File: src/rtl/prefetch_pkg.sv
`default_nettype none
// +----------------------------------------------------------------------+
// | prefetch_pkg: shared sizing constants and types for prefetch slots   |
// | Revision: 1.0                                                        |
// +----------------------------------------------------------------------+
package prefetch_pkg;

    localparam int DEF_LOG_SLOTS = 4;
    localparam int DEF_SLOTS     = 1 << DEF_LOG_SLOTS;

    typedef logic [DEF_LOG_SLOTS-1:0] slot_idx_t;
    typedef logic [DEF_LOG_SLOTS:0]   slot_cnt_t;

endpackage : prefetch_pkg
`default_nettype wire

File: src/rtl/prefetch_slot_alloc_ones_cnt.sv
`default_nettype none
// +----------------------------------------------------------------------+
// | onesCnt: population count of a 2**LOG_VEC_SIZE-bit vector            |
// | Revision: 1.0                                                        |
// +----------------------------------------------------------------------+
module onesCnt
    import prefetch_pkg::*;
#(
    parameter int LOG_VEC_SIZE = DEF_LOG_SLOTS
) (
    input  logic [(1<<LOG_VEC_SIZE)-1:0] vec_i,
    output logic [LOG_VEC_SIZE:0]        cnt_o
);

    always_comb begin
        cnt_o = '0;
        for (int i = 0; i < (1 << LOG_VEC_SIZE); i++) begin
            cnt_o = cnt_o + (LOG_VEC_SIZE+1)'(vec_i[i]);
        end
    end

endmodule : onesCnt
`default_nettype wire

File: src/rtl/prefetch_slot_alloc.sv
`default_nettype none
// +----------------------------------------------------------------------+
// | prefetch_slot_alloc: lowest-free slot allocator with occupancy stats |
// | Revision: 1.0                                                        |
// +----------------------------------------------------------------------+
module prefetch_slot_alloc
    import prefetch_pkg::*;
#(
    parameter int LOG_SLOTS = DEF_LOG_SLOTS,
    parameter int SLOTS     = 1 << LOG_SLOTS,
    parameter int HIGH_WM   = SLOTS - 2
) (
    input  logic                 clk,
    input  logic                 resetN,
    input  logic                 alloc_req,
    output logic                 alloc_gnt,
    output logic [LOG_SLOTS-1:0] alloc_idx,
    input  logic                 rel_valid,
    input  logic [LOG_SLOTS-1:0] rel_idx,
    input  logic                 flush,
    output logic [0:SLOTS-1]     valid_vec,
    output logic [LOG_SLOTS:0]   occupancy,
    output logic                 full,
    output logic                 empty,
    output logic                 almost_full,
    output logic [LOG_SLOTS:0]   peak_occ,
    output logic                 err_rel_free
);

    localparam logic [LOG_SLOTS:0] C_FULL_CNT = (LOG_SLOTS+1)'(SLOTS);
    localparam logic [LOG_SLOTS:0] C_HIGH_WM  = (LOG_SLOTS+1)'(HIGH_WM);

    logic [0:SLOTS-1]     valid_q, valid_d;
    logic [LOG_SLOTS:0]   peak_q,  peak_d;
    logic                 err_q,   err_d;
    logic [LOG_SLOTS-1:0] w_free_idx;
    logic                 w_rel_hit;

    onesCnt #(
        .LOG_VEC_SIZE (LOG_SLOTS)
    ) u_ones_cnt (
        .vec_i (valid_q),
        .cnt_o (occupancy)
    );

    assign full        = (occupancy == C_FULL_CNT);
    assign empty       = (occupancy == '0);
    assign almost_full = (occupancy >= C_HIGH_WM);
    assign alloc_gnt   = alloc_req & ~full & ~flush & resetN;
    assign alloc_idx   = w_free_idx;
    assign valid_vec   = valid_q;
    assign peak_occ    = peak_q;
    assign err_rel_free = err_q;
    assign w_rel_hit   = valid_q[rel_idx];

    // Scan from the top down so the last write wins with the lowest free index.
    always_comb begin
        w_free_idx = '0;
        for (int i = SLOTS - 1; i >= 0; i--) begin
            if (!valid_q[i]) begin
                w_free_idx = LOG_SLOTS'(i);
            end
        end
    end

    always_comb begin
        valid_d = valid_q;
        err_d   = err_q;
        peak_d  = (occupancy > peak_q) ? occupancy : peak_q;
        if (flush) begin
            valid_d = '0;
        end else begin
            if (alloc_gnt) begin
                valid_d[w_free_idx] = 1'b1;
            end
            if (rel_valid) begin
                if (w_rel_hit) begin
                    valid_d[rel_idx] = 1'b0;
                end else begin
                    err_d = 1'b1;
                end
            end
        end
    end

    always_ff @(posedge clk or negedge resetN) begin
        if (!resetN) begin
            valid_q <= '0;
            peak_q  <= '0;
            err_q   <= 1'b0;
        end else begin
            valid_q <= valid_d;
            peak_q  <= peak_d;
            err_q   <= err_d;
        end
    end

endmodule : prefetch_slot_alloc
`default_nettype wire

File: config.mk
export PLATFORM = sky130hd
export DESIGN_NAME = prefetch_slot_alloc
export DESIGN_NICKNAME = d
export VERILOG_FILES = /design/src/rtl/prefetch_pkg.sv /design/src/rtl/prefetch_slot_alloc_ones_cnt.sv /design/src/rtl/prefetch_slot_alloc.sv
export SDC_FILE = /design/constraint.sdc
export NUM_CORES = 1
export LEC_CHECK = 0
export ABC_AREA = 1
export CELL_PAD_IN_SITES_DETAIL_PLACEMENT = 1
export CELL_PAD_IN_SITES_GLOBAL_PLACEMENT = 1
export CORE_ASPECT_RATIO = 2
export CORE_UTILIZATION = 37
export CTS_CLUSTER_SIZE = 40
export DETAILED_ROUTE_END_ITERATION = 16
export GPL_TIMING_DRIVEN = 0
export PLACE_DENSITY_LB_ADDON = 0.1
export SYNTH_ARGS = -nofsm -noshare
export SYNTH_HDL_FRONTEND = slang
export SYNTH_SLANG_ARGS = --single-unit
File: constraint.sdc
create_clock -name clk -period 7.5 [get_ports clk]
set_input_delay 1.5 -clock clk [delete_from_list [all_inputs] [get_ports clk]]
set_output_delay 1.5 -clock clk [all_outputs]
set_load 0.005 [all_outputs]
==> metrics.txt <==
status finished, final reports clean; Clock Tree Root clkbuf_8; fin nets 353; synthesis-to-finish area growth 26.8%; Hold Startpoint err_rel_free$_DFFE_PN0P_; Yosys cell types 35; FF-to-FF End peak_occ[4]$_DFFE_PN0N_; ant diodes 0; top post-synthesis cells by count inv_1, nand2_1, dfrtp_1; XOR/XNOR Fraction of Synth Area 1.20%; initial core utilization 38.5%; largest family of logic cells by synthesized area simple AND/OR/NAND/NOR gates; initial drt markers 53; initial antenna violation count 0; total CTS buffers 3; R2R Setup Slk 1.89 ns; number of global-route vias before repair 2,079; # rows 38; CTS tree yes; reg2reg start valid_vec[15]$_DFF_PN0_; # H-tree levels 1; synthesis warning total 0; Placed Instance Area 2590 sq um; setup violators final 0; Post-CTS Hold Buffers 0; Die Width 55.1 um; Final period util 92.9%; Synth area leaders dfrtp_1, inv_1, nand2_1, fa_1, ha_1; CP max-delay cell fa_1; Synth area leader dfrtp_1; gr ovfl total 0; synthesized net count 305; Post-CTS Setup Bufs 0; via count 2,015; io pins 44; count leader, synth inv_1; compound-gate portion of the synthesized area 15.4%; FF-to-FF path depth 16; area fraction of the dominant cell type after synthesis 26.4%; Core ar. 5420 sq um; DR WL/cell 17.6 um; worst-path maximum fanout 6; LEAKAGE 1.18 nW; Clock Latency Late Sink 0.27 ns; DR DRC count 0; Mapped Cells 275; drt via density 5.27; Critical Path Sink Type output pin; Max VDD drop 0.0822 mV; remaining antenna violation count 0; Top cell by count, worst path fa_1; Routed WL 6710 um; FMAX 144 MHz; synthesized area 2090 sq um; Final min period 6.96 ns; Slew Viols, Final 0; Post-Route Setup TNS 0 ns; area fraction in and, or, nand and nor cells after synthesis 28.0%; crit-path cells inv_1 > ha_1 > fa_1 > fa_1 > fa_1 > fa_1 > fa_1 > fa_1 > inv_1 > nand2_1 > a21oi_1 > nand3_2 > nand2_4 > inv_2 > clkdlybuf4s50_1; register clock-pin slew on the reported worst setup and hold paths 0.09 ns; PD cells 102 nW/um^2; CTS Buffer Depth 2; clock sinks 22; mux contribution to synthesized area 0%; WHS Endpoint err_rel_free$_DFFE_PN0P_; Min-Delay Path Class flop to flop; Yosys reg bits 22; async set-reset flop share out of synthesis 100%; Post-synth EDFFs 0; area of the die 5970 sq um; final non-filler cell area 2650 sq um; Seq/Total Area, Yosys 26.4%; Syn Area/Cell 7.59 sq um; worst hold stages 1; DP HPWL 5700 um; pin count of the biggest net entering global routing 24; adder-cell area share of the yosys netlist 16.2%; Slew @ Worst Pin 1.17 ns; Top FF cell, synth dfrtp_1; Worst slew margin 21.5%; layout cells sized above 1 14.9%; maxcap violations 0; All-Layer GR Usage 25.5%; RSZ-0062 raised after global routing false; critical setup path kind flop to output pin; crit-path max cell delay 0.55 ns; Data arrival, critical path 5.46 ns; final hold violations 0; global-route wire length before repair 10,300 um; RD Place Congestion 0.909; Startpoint Class flop; die height 108 um; First-pass DRT Iterations 4; Buffers on Ports 43; clock skew 0.00492 ns; CP required 6.00 ns; Post-CTS Resized 0
[power by group]
part / switching (mW) / internal (mW)
clock network: 0.0438 / 0.0470
logic: 0.0351 / 0.0224
registers: 0.00171 / 0.121
total: 0.0806 / 0.190
[critical path: cells and delay by family (launching register included)]
| family | cells | cell delay, ns |
|---|---|---|
| flops | 1 | 0.42 |
| compound gates | 1 | 0.46 |
| buf+inv | 4 | 0.67 |
| simple gates | 3 | 0.44 |
| fa+ha+maj | 7 | 3.21 |
[worst max path at each step]
stage               slack (ns)         to                    start
global placement          0.83  alloc_gnt  valid_vec[15]$_DFF_PN0_
floorplan                 1.82  alloc_gnt  valid_vec[15]$_DFF_PN0_
finish                    0.54  alloc_gnt  valid_vec[15]$_DFF_PN0_
CTS                       0.46  alloc_gnt  valid_vec[15]$_DFF_PN0_
detailed placement        0.78  alloc_gnt  valid_vec[15]$_DFF_PN0_
global route              0.28  alloc_gnt  valid_vec[15]$_DFF_PN0_
[routing by layer]
layer,vias up,share of wire [%],GRT usage (%)
li1,981,-,-
met1,968,33,24.5
met2,47,58,48.1
met3,19,2.3,2.25
met4,0,6.0,14.5
met5,-,0,0
[cell families (layout without fill, tap and decap cells)]
family	count (synthesis)	count (layout)
flip-flops	22	22
XOR/XNOR	2	2
buffers and inverters	67	114
AO/OA/AOI/OAI	47	47
AND/OR/NAND/NOR	116	116
adder cells (fa/ha/maj)	21	21
[area by class of cell]
cell class,count,area (sq um)
plain buffers,4,31.3
clock buffers,4,55.1
fillers,699,2770
inverters,63,236
multi-input cells,186,1270
flip-flops and latches,22,551
well taps,60,75.1
repair buffers,43,430
[stage by stage]
step	cells	utilization, %	worst slack (ns)	hold slack (ns)	total power [mW]
6_report	382	48.9	0.535	0.483	0.271
5_1_grt	382	48.9	0.281	0.514	0.284
4_1_cts	382	48.9	0.461	0.489	0.274
3_5_place_dp	378	47.9	0.778	0.469	0.183
3_3_place_gp	378	47.9	0.833	0.460	0.182
2_1_floorplan	275	-	1.82	0.468	0.157
[placed cells by master (no fill, tap or decap), types with 2 or more instances in the layout]
cell	netlist	routed
nor2_1	9	9
nor2_2	4	4
inv_1	55	55
inv_2	8	8
clkbuf_8	0	4
o21ai_0	9	9
nand2_1	54	54
dfrtp_1	22	22
o22ai_1	2	2
o21bai_1	2	2
nand3_1	18	18
a21oi_1	11	11
fa_1	10	10
nand3_2	2	2
a22oi_1	2	2
nor3_1	3	3
clkdlybuf4s50_1	0	43
a21oi_2	10	10
o21ai_1	4	4
nand2_2	6	6
nand4_1	12	12
ha_1	11	11
nor2_4	4	4
buf_4	2	2
o221ai_1	3	3
[sequential cells by signal (all words and copies together), names as in the netlist]
register,flops
err_rel_free,1
peak_occ,5
valid_vec,16
Note: power is estimated with default switching activity, not from simulation.
